### src/rtl/xfer_timepulse_sequencer.sv
// Memory-cycle timepulse sequencer: T01..T(NTP) train with CT/RT/WT phases and
// round-robin register-transfer arbitration driving active-low read/write pulses.
module xfer_timepulse_sequencer #(
    parameter int unsigned NREQ = 3,
    parameter int unsigned NTP  = 12
) (
    input  logic                SIM_CLK,
    input  logic                SIM_RST,
    input  logic                RUN,
    input  logic [NREQ-1:0]     REQ,
    input  logic [3*NREQ-1:0]   REQ_SRC,
    input  logic [3*NREQ-1:0]   REQ_DST,
    output logic [NREQ-1:0]     GNT,
    output logic [NTP-1:0]      T_n,
    output logic                CT_n,
    output logic                RT_n,
    output logic                WT_n,
    output logic                RA_n,
    output logic                RL_n,
    output logic                RQ_n,
    output logic                RG_n,
    output logic                RB_n,
    output logic                RZ_n,
    output logic                RU_n,
    output logic                WA_n,
    output logic                WL_n,
    output logic                WQ_n,
    output logic                WG_n,
    output logic                WB_n,
    output logic                WZ_n,
    output logic                WY_n,
    output logic                MCT_END,
    output logic                BUSY
);

    localparam int unsigned TPW = $clog2(NTP);
    localparam int unsigned PW  = (NREQ > 1) ? $clog2(NREQ) : 1;
    localparam logic [TPW-1:0] TP_LAST = TPW'(NTP - 1);
    localparam logic [PW-1:0]  PTR_LAST = PW'(NREQ - 1);

    typedef enum logic {
        ST_HALT = 1'b0,
        ST_RUN  = 1'b1
    } state_e;

    state_e          state_q, state_d;
    logic [TPW-1:0]  tp_q, tp_d;
    logic [1:0]      ph_q, ph_d;
    logic [PW-1:0]   ptr_q, ptr_d;
    logic [2:0]      src_q, src_d;
    logic [2:0]      dst_q, dst_d;
    logic [NREQ-1:0] gnt_q, gnt_d;
    logic [NTP-1:0]  t_n_q, t_n_d;
    logic            ct_n_q, ct_n_d;
    logic            rt_n_q, rt_n_d;
    logic            wt_n_q, wt_n_d;
    logic [6:0]      rd_n_q, rd_n_d;
    logic [6:0]      wr_n_q, wr_n_d;
    logic            mct_end_q, mct_end_d;
    logic            busy_q, busy_d;

    logic            arb_found;
    logic [PW-1:0]   arb_win;
    logic [2:0]      arb_src;
    logic [2:0]      arb_dst;
    logic            enter_ph0;
    logic            run_d;
    int unsigned     scan_idx;

    // Round-robin scan of REQ starting at the pointer; first set request wins.
    always_comb begin
        arb_found = 1'b0;
        arb_win   = '0;
        scan_idx  = 0;
        for (int unsigned k = 0; k < NREQ; k++) begin
            scan_idx = (32'(ptr_q) + k) % NREQ;
            if (!arb_found && REQ[PW'(scan_idx)]) begin
                arb_found = 1'b1;
                arb_win   = PW'(scan_idx);
            end
        end
        arb_src = 3'(REQ_SRC >> (3 * 32'(arb_win)));
        arb_dst = 3'(REQ_DST >> (3 * 32'(arb_win)));
    end

    // Next state; outputs are decoded from the next state so they register in step with it.
    always_comb begin
        state_d   = state_q;
        tp_d      = tp_q;
        ph_d      = ph_q;
        ptr_d     = ptr_q;
        src_d     = src_q;
        dst_d     = dst_q;
        gnt_d     = '0;
        enter_ph0 = 1'b0;

        case (state_q)
            ST_HALT: begin
                if (RUN) begin
                    state_d   = ST_RUN;
                    tp_d      = '0;
                    ph_d      = 2'd0;
                    enter_ph0 = 1'b1;
                end
            end
            ST_RUN: begin
                if (ph_q != 2'd3) begin
                    ph_d = ph_q + 2'd1;
                end else begin
                    ph_d = 2'd0;
                    if (tp_q == TP_LAST) begin
                        if (RUN) begin
                            tp_d      = '0;
                            enter_ph0 = 1'b1;
                        end else begin
                            state_d = ST_HALT;
                            tp_d    = '0;
                        end
                    end else begin
                        tp_d      = tp_q + TPW'(1);
                        enter_ph0 = 1'b1;
                    end
                end
            end
            default: state_d = ST_HALT;
        endcase

        if (enter_ph0) begin
            if (arb_found) begin
                gnt_d = NREQ'(1) << arb_win;
                src_d = arb_src;
                dst_d = arb_dst;
                ptr_d = (arb_win == PTR_LAST) ? '0 : arb_win + PW'(1);
            end else begin
                src_d = 3'd0;
                dst_d = 3'd0;
            end
        end
        if (state_d == ST_HALT) begin
            src_d = 3'd0;
            dst_d = 3'd0;
        end

        run_d     = (state_d == ST_RUN);
        t_n_d     = run_d ? ~(NTP'(1) << tp_d) : '1;
        ct_n_d    = !(run_d && ph_d == 2'd1);
        rt_n_d    = !(run_d && ph_d[1]);
        wt_n_d    = !(run_d && ph_d == 2'd3);
        mct_end_d = run_d && tp_d == TP_LAST && ph_d == 2'd3;
        busy_d    = run_d;
        rd_n_d    = (src_d != 3'd0) ? ~(7'(1) << (src_d - 3'd1)) : '1;
        wr_n_d    = (dst_d != 3'd0) ? ~(7'(1) << (dst_d - 3'd1)) : '1;
    end

    always_ff @(posedge SIM_CLK or negedge SIM_RST) begin
        if (!SIM_RST) begin
            state_q   <= ST_HALT;
            tp_q      <= '0;
            ph_q      <= 2'd0;
            ptr_q     <= '0;
            src_q     <= 3'd0;
            dst_q     <= 3'd0;
            gnt_q     <= '0;
            t_n_q     <= '1;
            ct_n_q    <= 1'b1;
            rt_n_q    <= 1'b1;
            wt_n_q    <= 1'b1;
            rd_n_q    <= '1;
            wr_n_q    <= '1;
            mct_end_q <= 1'b0;
            busy_q    <= 1'b0;
        end else begin
            state_q   <= state_d;
            tp_q      <= tp_d;
            ph_q      <= ph_d;
            ptr_q     <= ptr_d;
            src_q     <= src_d;
            dst_q     <= dst_d;
            gnt_q     <= gnt_d;
            t_n_q     <= t_n_d;
            ct_n_q    <= ct_n_d;
            rt_n_q    <= rt_n_d;
            wt_n_q    <= wt_n_d;
            rd_n_q    <= rd_n_d;
            wr_n_q    <= wr_n_d;
            mct_end_q <= mct_end_d;
            busy_q    <= busy_d;
        end
    end

    assign GNT     = gnt_q;
    assign T_n     = t_n_q;
    assign CT_n    = ct_n_q;
    assign RT_n    = rt_n_q;
    assign WT_n    = wt_n_q;
    assign RA_n    = rd_n_q[0];
    assign RL_n    = rd_n_q[1];
    assign RQ_n    = rd_n_q[2];
    assign RG_n    = rd_n_q[3];
    assign RB_n    = rd_n_q[4];
    assign RZ_n    = rd_n_q[5];
    assign RU_n    = rd_n_q[6];
    assign WA_n    = wr_n_q[0];
    assign WL_n    = wr_n_q[1];
    assign WQ_n    = wr_n_q[2];
    assign WG_n    = wr_n_q[3];
    assign WB_n    = wr_n_q[4];
    assign WZ_n    = wr_n_q[5];
    assign WY_n    = wr_n_q[6];
    assign MCT_END = mct_end_q;
    assign BUSY    = busy_q;

endmodule

### config.mk
export PLATFORM = sky130hd
export DESIGN_NAME = xfer_timepulse_sequencer
export DESIGN_NICKNAME = d
export VERILOG_FILES = /design/src/rtl/xfer_timepulse_sequencer.sv
export SDC_FILE = /design/constraint.sdc
export NUM_CORES = 1
export LEC_CHECK = 0
export BUFFER_PORTS_ARGS = -buffer_cell sky130_fd_sc_hd__buf_2
export CORE_UTILIZATION = 45
export DETAILED_ROUTE_END_ITERATION = 8
export GPL_ROUTABILITY_DRIVEN = 1
export GPL_TIMING_DRIVEN = 0
export HOLD_SLACK_MARGIN = 0.08
export PLACE_DENSITY_LB_ADDON = 0.3
export SETUP_SLACK_MARGIN = 0.02
export SYNTH_ARGS = -nofsm -noshare
export SYNTH_HDL_FRONTEND = slang
export SYNTH_SLANG_ARGS = --single-unit
### constraint.sdc
create_clock -name SIM_CLK -period 7.9 [get_ports SIM_CLK]
set_clock_uncertainty 0.1 [all_clocks]
set_input_delay 2.37 -clock SIM_CLK [delete_from_list [all_inputs] [get_ports SIM_CLK]]
set_output_delay 2.37 -clock SIM_CLK [all_outputs]
set_load 0.05 [all_outputs]
# Word-level counts from Yosys, hierarchy flattened
# Cells that the tools add are included.
dict set report classes {
  addsub 7
  mul 1
  div 3
  order_cmp 3
  eq_ne 6
  n_shift 6
  mux 37
  bitwise 4
  reduce_logical 15
}
# op n
set ops {}
lappend ops {{$mod 32x2->32 const B} 2}
lappend ops {{$mod 2x2->32 const B} 1}
lappend ops {{$mux 3} 8}
lappend ops {{$shr 9x4->3} 2}
lappend ops {{$mux 7} 2}
lappend ops {{$not 7->7} 2}
lappend ops {{$shl 1x3->7 const A} 2}
lappend ops {{$mux 12} 1}
lappend ops {{$mux 2} 6}
lappend ops {{$mux 4} 3}
lappend ops {{$not 12->12} 1}
lappend ops {{$shl 1x4->12 const A} 1}
lappend ops {{$mux 1} 10}
lappend ops {{$lt 2x3->1 const B} 3}
lappend ops {{$eq 4x4->1 const B} 2}
lappend ops {{$pmux 4 s2} 1}
lappend ops {{$logic_and 1x1->1} 7}
lappend ops {{$bmux 1 s2} 3}
lappend ops {{$reduce_bool 3->1} 2}
lappend ops {{$sub 3x1->3 const B} 2}
lappend ops {{$logic_not 1->1} 5}
lappend ops {{$add 2x1->2 const B} 2}
lappend ops {{$add 4x1->4 const B} 1}
lappend ops {{$eq 2x2->1 const B} 2}
lappend ops {{10 further kinds} 11}
dict set report word_totals {
  ff_bits 48
  latchBits 0
  ramBits 0
  romBits 0
  inputBits 24
  output_inout_bits 34
  word_cells 96
  memories 0
}

# Depth between registers and ports, before layout
# Gate-level depths: netlist (run 1).
dict set report depth {
  ltp_word 19
  depth_mapped 16
  ltp_nobuf 15
}

# Worst setup path after synthesis (run 1)
# OpenSTA, ideal clock, no wires.
dict set report synth_timing {
  path_kind {input to register}
  startpoint {input port REQ[0]}
  endpoint {register rd_n_q[5]}
  setup_ns 0.106
  t_arrival_ns 4.870
  required_time_ns 7.694
  slack_ns 2.825
  stages 11
  cell_sequence {mux2_4 -> mux2_4 -> a221o_1 -> and2_4 -> a31o_1 -> a222oi_1 -> a21oi_1 -> inv_1 -> ha_1 -> nor3_1 -> nand3_1}
}
dict set report synth_via {
  elab_chain_len 18
}
# element line_no
set synth_rtl {}
lappend synth_rtl {{from (decl)} 10} ;# input logic [NREQ-1:0] REQ,
lappend synth_rtl {{$bmux 1 s2} 77} ;# if (!arb_found && REQ[PW'(scan_idx)]) begin
lappend synth_rtl {{$mux 1 (not written as such)} 77}
lappend synth_rtl {{$mux 1} 77}
lappend synth_rtl {{$logic_not 1->1} 77}
lappend synth_rtl {{$logic_and 1x1->1} 77}
lappend synth_rtl {{$mux 1} 77}
lappend synth_rtl {{$logic_not 1->1} 77}
lappend synth_rtl {{$logic_and 1x1->1} 77}
lappend synth_rtl {{[... 3 more ...]} n/a}
lappend synth_rtl {{$mux 3 *} 129} ;# if (arb_found) begin
lappend synth_rtl {{$mux 3 *} 128} ;# if (enter_ph0) begin
lappend synth_rtl {{$mux 3 *} 139} ;# if (state_d == ST_HALT) begin
lappend synth_rtl {{$sub 3x1->3} 151} ;# rd_n_d = (src_d != 3'd0) ? ~(7'(1) << (src_d - 3'd1)) : '1;
lappend synth_rtl {{$shl 1x3->7} 151}
lappend synth_rtl {{$not 7->7} 151}
lappend synth_rtl {{$mux 7 *} 151}
lappend synth_rtl {{named net rd_n_d[5]} 57} ;# logic [6:0] rd_n_q, rd_n_d;
lappend synth_rtl {{to (signal assigned)} 184} ;# rd_n_q <= rd_n_d;
lappend synth_rtl {{to (decl)} 57}
# The timed path passes the listed nets; every way through them passes the cells marked *. The select of a mux whose other input is x is not followed.
# A chain may end at the register's enable or synchronous reset.

# Worst setup path in the final report (run 1)
dict set report layout_timing {
  startpoint {input port REQ[1]}
  endpoint {register rd_n_q[5]}
}
# The elaborated chain is that of the path after synthesis.

==> run_results.csv, run 1 <==
group,metric,value,unit
clock_network,clk_pin_slew,0.08,ns
worst_setup_path,end_kind,"flip-flop",
layout,area_delta_synth_final,20.0,%
drt,vias,1860,
synth,syn_nets,264,
status,outcome,"complete, no violations",
sta,slew_viol_final,0,
die,start_util,48.2,%
power,finalPower,1330,uW
global_routing,grt_pass1_wl,7710,um
drt,wire_per_inst,12.8,um
worst_setup_path,crit_type,"in2reg",
placed_design,io_buffers,57,
die,core,0.00485,mm^2
placed_design,pre_cts_slack,2.31,ns
global_routing,grt_usage,18.8,%
worst_setup_path,reg2reg_slack,3.79,ns
die,dieWidth,74.1,um
run,drv_cap,0,
power,power_density,473,mW/mm^2
worst_setup_path,reg2reg_to,"rd_n_q[5]$_DFF_PN1_",
synth,syn_area,0.00234,mm^2
clock_network,hold_buffers,0,
synth,synth_ff_type,"dfstp_2",
clock_network,numClockSinks,48,
synth,synth_edf_count,0,
drt,first_iter_violations,87,
drt,route.detailed.drc,0,
sta,relSlewSlack,32.9,%
synth,syn_avg_cell_area,10.1,um^2
global_routing,grt_pass1_vias,1728,
die,rows,25,
synth,yosysUniqueCellTypes,41,
sta,post-route-min-period,5.30,ns
synth,syn_inst,232,
sta,fin_crit_sh,67.1,%
worst_setup_path,crit_required,7.99,ns
global_routing,use_met2,29.7,%
sta,finalSetupViolations,0,
die,pin_count,58,
synth,ys_seq_area_share,53.0,%
layout,nets,328,
drt,dr.pass1.iters,4,
global_routing,overflow,0,
power,power_leakage,0.00123,uW
clock_network,clock_path_buffers,2,
global_routing,grtUsageMet1,25.1,%
global_routing,grt_antenna_before_repair,0,
synth,yosys_register_bits,48,
global_routing,globalRoute.busiestLayer,"met2",
worst_setup_path,r2r-start,"ptr_q[0]$_DFFE_PN0P_",
worst_setup_path,startpoint,"REQ[1]",
clock_network,cts_resized,0,
worst_setup_path,crit_arrival,5.39,ns
placed_design,hpwl,3520,um
worst_setup_path,start_kind,"primary input",
clock_network,cts-root-buf,"clkbuf_8",
layout,layout_commonest_cell,"buf_2",
layout,layout.cells.non_filler,364,
placed_design,place_congestion,0.840,
drt,avgViaCountPerCell,5.11,
worst_setup_path,path_max_fanout,6,
layout,utilization,57.8,%
clock_network,post_cts.repair.setup_buffers,0,
layout,layout_common_cells,"58 x buf_2, 40 x nand2_1, 29 x dfstp_2",
hold_path,hold_class,"reg2reg",
clock_network,worst_skew_pair.late_latency,0.30,ns
synth,yosys_warnings,0,
sta,max_freq,189,MHz
clock_network,tritoncts,"yes",
hold_path,hold_end,"src_q[2]$_DFF_PN0_",
drt,routed_wl,4680,um
hold_path,hp-start,"src_q[2]$_DFF_PN0_",
die,die_h,74.1,um
hold_path,whs_path_depth,2,
sta,finalHoldViolCount,0,
power,vdd_drop_max,0.225,mV
sta,timing.final.ws_setup,2.60,ns
sta,tns,0,ns
synth,ys_async_sr_fraction,100,%
layout,antenna-diode-count,0,
worst_setup_path,r2r_cells,14,
placed_design,place_inst,356,
layout,final_layout_size_suffix_gt1_share,35.4,%
global_routing,grt_max_degree,49,
sta,rsz0062_at_grt,"false",
clock_network,cts_buffers,5,
die,die-area,0.00548,mm^2
sta,tightest_slew,1.01,ns
drt,ant_nets,0,
clock_network,h-tree-depth,2,
global_routing,use_met3,4.61,%
[layout make-up]
| class | count | area (um^2) |
|---|---|---|
| Tap cell | 67 | 83.8 |
| Clock buffer | 6 | 82.6 |
| Inverter | 13 | 48.8 |
| Clock inverter | 2 | 15.0 |
| Sequential cell | 48 | 1240 |
| Buffer | 7 | 27.5 |
| Fill cell | 442 | 2050 |
| Multi-Input combinational cell | 164 | 1020 |
| Timing Repair Buffer | 57 | 285 |
[power breakdown]
| part | total, uW | switching, uW | internal [uW] |
|---|---|---|---|
| combinational | 787 | 520 | 267 |
| sequential | 390 | 33.7 | 356 |
| clock | 150 | 79.4 | 70.8 |
[stage by stage]
| stage | instance area, um^2 | hold WS (ns) |
|---|---|---|
| floorplan | 2340 | 0.404 |
| global placement | 2710 | 0.441 |
| detailed placement | 2710 | 0.458 |
| CTS | 2800 | 0.475 |
| global route | 2800 | 0.488 |
| finish | 2800 | 0.470 |
[per-layer routing]
| metal | wire [um] | share of wire, % |
|---|---|---|
| met5 | 0 | 0 |
| met4 | 56 | 1.2 |
| met3 | 267 | 5.7 |
| met2 | 2100 | 45 |
| met1 | 2260 | 48 |
[critical path, cell delays in order]
cell and delay (ns):
buf_2 0.13, mux2_2 0.29, a2bb2oi_2 0.26, and3_1 0.29, a2bb2oi_2 0.29, o2bb2ai_1 0.15
a222oi_1 0.67, a21oi_1 0.18, inv_1 0.09, ha_1 0.23, nor3_1 0.32, nand3_1 0.14
[state kept, by name (all words and copies together) (netlist names)]
| register | flops |
|---|---|
| BUSY | 1 |
| dst_q | 3 |
| RT_n | 1 |
| wr_n_q | 7 |
| WT_n | 1 |
| ph_q | 2 |
| tp_q | 4 |
| T_n | 12 |
| CT_n | 1 |
| MCT_END | 1 |
| src_q | 3 |
| ptr_q | 2 |
| GNT | 3 |
| rd_n_q | 7 |
[how the worst max path moves through the flow]
stage / to / cells past startpoint
after floorplan: rd_n_q[5]$_DFF_PN1_ / 11
after global placement: rd_n_q[5]$_DFF_PN1_ / 12
after detailed placement: rd_n_q[5]$_DFF_PN1_ / 12
after CTS: rd_n_q[5]$_DFF_PN1_ / 12
after global routing: rd_n_q[5]$_DFF_PN1_ / 12
final: rd_n_q[5]$_DFF_PN1_ / 12
[Yosys cell counts (all sizes together), types with 4 or more instances]
| library cell | count | area, um^2 |
|---|---|---|
| a21oi | 7 | 35.0 |
| a221o | 4 | 40.0 |
| and2 | 10 | 65.1 |
| clkbuf | 6 | 22.5 |
| dfrtp | 19 | 475 |
| dfstp | 29 | 762 |
| ha | 8 | 100 |
| inv | 13 | 48.8 |
| mux2 | 5 | 63.8 |
| nand2 | 40 | 150 |
| nand3 | 11 | 55.1 |
| nand3b | 4 | 30.0 |
| nor2 | 17 | 63.8 |
| nor3 | 6 | 30.0 |
| o21ai | 10 | 50.1 |
[logic make-up (layout without fill, tap and decap cells)]
family	after synthesis	in the layout	synth area share, %
DFF	48	48	53.0
buffers and inverters	20	85	3.27
AOI/OAI and AO/OA	48	48	15.3
adders and majority gates	8	8	4.29
muxes	8	8	4.02
and+or+nand+nor	100	100	20.2
(Power assumes the default switching activity.)
==> run 2: changes to the inputs <==
- clock period: 7.9 -> 4.6 ns (I/O delays scaled with it)
==> run_results.csv, run 2 (same netlist as run 1, synthesis figures left out) <==
group,metric,value,unit
worst_setup_path,crit_family,"compound AO/OA/AOI/OAI gates",
worst_setup_path,path_max_fanout,7,
clock_network,hold_buffers,0,
global_routing,grt_usage,18.8,%
sta,timing.final.ws_setup,0.395,ns
drt,first_iter_violations,79,
layout,layout_commonest_cell,"buf_2",
placed_design,placed_cell_area,0.00271,mm^2
power,p_sw,1090,uW
worst_setup_path,crit_chain,"buf_2, mux2_4, mux2_4, a221o_1, and2_4, a31o_1, a222oi_1, a21oi_1, inv_1, ha_1, nor3_1, nand3_1",
worst_setup_path,crit_slowest_cell,"a222oi_1",
sta,tightest_slew,0.999,ns
hold_path,hold_class,"reg2reg",
layout,area_delta_synth_final,20.6,%
placed_design,hpwl,3520,um
clock_network,cts_buffers,5,
global_routing,grt_pass1_wl,7710,um
layout,layout_common_cells,"58 x buf_2, 40 x nand2_1, 29 x dfstp_2",
power,seqPwrFrac,29.2,%
sta,finalSetupViolations,0,
clock_network,worst_skew_pair.late_latency,0.30,ns
die,die_h,74.1,um
sta,slew_viol_final,0,
clock_network,h-tree-depth,2,
power,p_int,1210,uW
power,vdd_drop_max,0.386,mV
layout,fillerInstances,440,
die,start_util,48.2,%
drt,avgViaCountPerCell,5.12,
worst_setup_path,path_buf_inv,2,
clock_network,clock_path_buffers,2,
drt,wire_per_inst,12.8,um
power,combPwrFrac,59.6,%
layout,antenna-diode-count,0,
drt,routed_wl,4690,um
worst_setup_path,cpMostUsedCell,"mux2_4",
power,p_sw_share,47.5,%
die,pin_count,58,
worst_setup_path,start_kind,"primary input",
clock_network,tritoncts,"yes",
layout,nets,330,
sta,fin_crit_sh,91.4,%
global_routing,grt_pass1_vias,1728,
worst_setup_path,crit_type,"in2reg",
layout,largest_reg_flops,12,
drt,vias,1874,
global_routing,grt_max_degree,49,
sta,fin_hold_ws,0.471,ns
layout,fin_area,0.00282,mm^2
sta,relSlewSlack,33.4,%
worst_setup_path,crit_arrival,4.30,ns
die,dieWidth,74.1,um
drt,ant_nets,0,
clock_network,clk_pin_slew,0.08,ns
clock_network,numClockSinks,48,
die,die-area,0.00548,mm^2
drt,dr.pass1.iters,4,
sta,rsz0062_at_grt,"false",
global_routing,grt_antenna_before_repair,0,
clock_network,cts-root-buf,"clkbuf_8",
worst_setup_path,crit_required,4.69,ns
drt,route.detailed.drc,0,
global_routing,overflow,0,
placed_design,place_congestion,0.840,
run,drv_cap,0,
worst_setup_path,end_kind,"flip-flop",
die,core,0.00485,mm^2
power,p_clk_share,11.3,%
status,outcome,"complete, no violations",
power,power_leakage,0.00124,uW
placed_design,pre_cts_slack,-0.000960,ns
layout,final_layout_size_suffix_gt1_share,35.8,%
worst_setup_path,cp_slowest_stage_delay,0.53,ns
sta,post-route-min-period,4.20,ns
sta,finalHoldViolCount,0,
die,rows,25,
sta,max_freq,238,MHz
power,power_density,814,mW/mm^2
placed_design,io_buffers,57,
[run 2: cell types whose count changed in the layout (fill, tap and decap cells not counted)]
cell,change
buf_4,+2
[run 2: cell type report]
type,count,area [um^2],share of cell area (%)
buffer,7,27.5,0.977
timing repair buffer,59,300,10.7
inverter,13,48.8,1.73
clock inverter,2,15.0,0.533
clock buffer,6,82.6,2.93
tap,67,83.8,2.98
multi-input combinational,164,1020,36.3
sequential,48,1240,43.9
[run 2: timing repair]
item / in CTS / in global routing
endpoints found under the hold margin: 0 / 0
gates resized for setup: 0 / 0
endpoints found under the setup margin: 0 / 2
setup buffers: 0 / 2
[run 2: metal layers]
metal | global-route usage (%) | wire length [um] | part of all wire (%)
met5 | 0 | 0 | 0
met4 | 7.05 | 56 | 1.2
met3 | 4.61 | 288 | 6.1
met2 | 29.7 | 2120 | 45
met1 | 25.1 | 2230 | 47
[run 2: power groups by stage]
stage / sequential, uW / combinational [uW] / clock, uW
after floorplan: 967 / 793 / 0
after global placement: 674 / 1320 / 0
after detailed placement: 676 / 1350 / 0
after CTS: 670 / 1350 / 267
after global routing: 684 / 1530 / 280
final: 669 / 1370 / 258
[run 2: metrics by stage]
step	TNS, ns	std cells	utilization (%)	total power, uW
6_report	0	366	58.1	2290
5_1_grt	0	366	58.1	2500
4_1_cts	0	364	57.8	2290
3_5_place_dp	-0.000960	356	55.8	2020
3_3_place_gp	0	356	55.8	2000
2_1_floorplan	0	232	-	1760
[run 2: final timing paths]
| kind | slack (ns) | cells after the start | endpoint | startpoint |
|---|---|---|---|---|
| setup / recovery | 0.40 | 12 | rd_n_q[5]$_DFF_PN1_ | REQ[1] |
| hold / removal | 0.47 | 2 | src_q[2]$_DFF_PN0_ | src_q[2]$_DFF_PN0_ |
| setup reg to reg | 0.65 | 14 | rd_n_q[5]$_DFF_PN1_ | ptr_q[0]$_DFFE_PN0P_ |
| hold reg to reg | 0.47 | 2 | src_q[2]$_DFF_PN0_ | src_q[2]$_DFF_PN0_ |
| max in group asynchronous | 2.64 | 1 | tp_q[1]$_DFF_PN0_ | SIM_RST |
| min in group asynchronous | 1.13 | 1 | GNT[1]$_DFF_PN0_ | SIM_RST |
[run 2: worst reg2reg max path: cells and delay by family (launching register included)]
| kind | cells | cell delay, ns |
|---|---|---|
| flops | 1 | 0.38 |
| simple gates | 4 | 1.13 |
| mux | 1 | 0.37 |
| compound gates | 4 | 0.97 |
| fa+ha+maj | 2 | 0.57 |
| buf+inv | 3 | 0.32 |
==> run 3: changes to the inputs <==
- ABC_CLOCK_PERIOD_IN_PS: unset -> 5100
- GPL_TIMING_DRIVEN: 0 -> unset
- clock period: 4.6 -> 5.1 ns (I/O delays scaled with it)
==> run_results.csv, run 3 (same netlist as run 1, synthesis figures left out) <==
group,metric,value,unit
clock_network,h-tree-depth,2,
sta,max_freq,229,MHz
hold_path,hold_class,"reg2reg",
power,seqPwrFrac,29.0,%
layout,layout_common_cells,"57 x buf_2, 40 x nand2_1, 29 x dfstp_2",
global_routing,grt_pass1_wl,7780,um
drt,routed_wl,4780,um
worst_setup_path,crit_chain,"buf_2, mux2i_1, o21ai_0, nor2_1, a21oi_1, nand2_1, o21ai_0, buf_4, o21ai_0, ha_1, nor3_1, nand3_1",
clock_network,post_cts.repair.setup_buffers,0,
status,outcome,"complete, no violations",
clock_network,hold_buffers,0,
sta,tns,0,ns
hold_path,hp-start,"src_q[2]$_DFF_PN0_",
layout,area_delta_synth_final,19.9,%
worst_setup_path,start_kind,"primary input",
sta,timing.final.ws_setup,0.737,ns
layout,layout_commonest_cell,"buf_2",
clock_network,worst_skew_pair.late_latency,0.29,ns
layout,largest_reg_flops,12,
placed_design,hpwl,3550,um
die,pin_count,58,
clock_network,cts_buffers,5,
die,core,0.00485,mm^2
worst_setup_path,r2r_cells,12,
hold_path,whs_path_depth,2,
placed_design,pre_cts_slack,0.500,ns
sta,tightest_slew,0.989,ns
sta,fin_crit_sh,85.6,%
sta,finalSetupViolations,0,
worst_setup_path,crit_required,5.20,ns
placed_design,place_congestion,0.820,
placed_design,io_buffers,57,
clock_network,clk_pin_slew,0.08,ns
drt,first_iter_violations,134,
drt,top_layer,"met4",
layout,final_layout_size_suffix_gt1_share,35.8,%
drt,wl_met2,2160,um
power,p_sw_share,47.2,%
power,power_leakage,0.00124,uW
sta,post-route-min-period,4.36,ns
power,vdd_drop_max,0.405,mV
layout,antenna-diode-count,0,
die,dieWidth,74.1,um
drt,vias,1878,
drt,avgViaCountPerCell,5.22,
sta,finalHoldViolCount,0,
global_routing,overflow,0,
drt,route.detailed.drc,0,
worst_setup_path,cpMostUsedCell,"o21ai_0",
run,drv_cap,0,
global_routing,grt_pass1_vias,1675,
layout,utilization,57.8,%
clock_network,clock_path_buffers,2,
power,p_int,1100,uW
drt,wire_per_inst,13.3,um
worst_setup_path,cp_slowest_stage_delay,0.69,ns
die,die_h,74.1,um
hold_path,hold_end,"src_q[2]$_DFF_PN0_",
die,die-area,0.00548,mm^2
worst_setup_path,crit_slowest_cell,"a21oi_1",
global_routing,grt_antenna_before_repair,0,
layout,fillerInstances,445,
global_routing,grt_max_degree,49,
sta,slew_viol_final,0,
clock_network,cts-root-buf,"clkbuf_8",
worst_setup_path,crit_arrival,4.46,ns
layout,multi_input_area,0.00102,mm^2
global_routing,grt_usage,18.9,%
worst_setup_path,reg2reg_to,"wr_n_q[5]$_DFF_PN1_",
power,p_sw,986,uW
worst_setup_path,r2r-start,"ptr_q[0]$_DFFE_PN0P_",
drt,ant_nets,0,
die,start_util,48.2,%
worst_setup_path,end_kind,"flip-flop",
power,p_clk_share,11.7,%
power,combPwrFrac,59.3,%
worst_setup_path,path_max_fanout,12,
sta,rsz0062_at_grt,"false",
layout,nets,324,
drt,wl_met1,2290,um
drt,dr.pass1.iters,4,
worst_setup_path,reg2reg_slack,1.14,ns
drt,wl_met3,280,um
clock_network,cts_resized,0,
die,rows,25,
sta,relSlewSlack,34.1,%
clock_network,tritoncts,"yes",
worst_setup_path,crit_type,"in2reg",
layout,regArea,0.00124,mm^2
clock_network,numClockSinks,48,
power,power_density,746,mW/mm^2
-- run 3: changes by cell type in the layout (fill, tap and decap cells not counted) --
| cell | previous run | this run |
|---|---|---|
| clkbuf_1 | 6 | 2 |
| clkinvlp_4 | 2 | 0 |
| buf_2 | 58 | 57 |
| buf_4 | 2 | 3 |
| clkbuf_16 | 0 | 1 |
| clkbuf_8 | 6 | 5 |
-- run 3: metal layers --
metal	GRT usage (%)	vias to the layer above
met5	0	-
met4	6.41	0
met3	5.15	7
met2	29.2	52
met1	25.8	887
li1	-	932
-- run 3: cell type report --
cell class | instances | share of cell area (%)
Sequential cell | 48 | 44.2
Multi-Input combinational cell | 164 | 36.5
Timing Repair Buffer | 60 | 11.0
Clock buffer | 8 | 3.62
Tap cell | 67 | 2.99
Inverter | 13 | 1.74
-- run 3: through the flow --
step	hold WS (ns)	area, um^2	power, uW	std cells
2_1_floorplan	0.404	2340	1590	232
3_3_place_gp	0.438	2700	1810	352
3_5_place_dp	0.444	2700	1840	352
4_1_cts	0.457	2800	2100	360
5_1_grt	0.487	2800	2240	360
6_report	0.461	2800	2090	360
-- run 3: how the worst max path moves through the flow --
stage / startpoint / to / slack (ns) / cells past startpoint
2_1_floorplan: REQ[0] / rd_n_q[5]$_DFF_PN1_ / 0.86 / 11
3_3_place_gp: REQ[1] / rd_n_q[5]$_DFF_PN1_ / 0.60 / 12
3_5_place_dp: REQ[1] / rd_n_q[5]$_DFF_PN1_ / 0.50 / 12
4_1_cts: REQ[1] / wr_n_q[5]$_DFF_PN1_ / 0.80 / 11
5_1_grt: REQ[1] / wr_n_q[5]$_DFF_PN1_ / 0.52 / 12
6_report: REQ[1] / wr_n_q[5]$_DFF_PN1_ / 0.74 / 12
-- run 3: power groups by stage --
stage	Sequential (uW)	Combinational, uW	Clock [uW]
floorplan	872	715	0
detailed placement	612	1230	0
global placement	611	1200	0
finish	606	1240	244
global route	621	1350	265
CTS	607	1240	253
-- run 3: critical path: cells and delay by family --
kind            cells  cell delay (ns)
fa+ha+maj           1             0.34
compound gates      4             1.37
buf+inv             2             0.30
simple gates        4             0.86
mux                 1             0.08
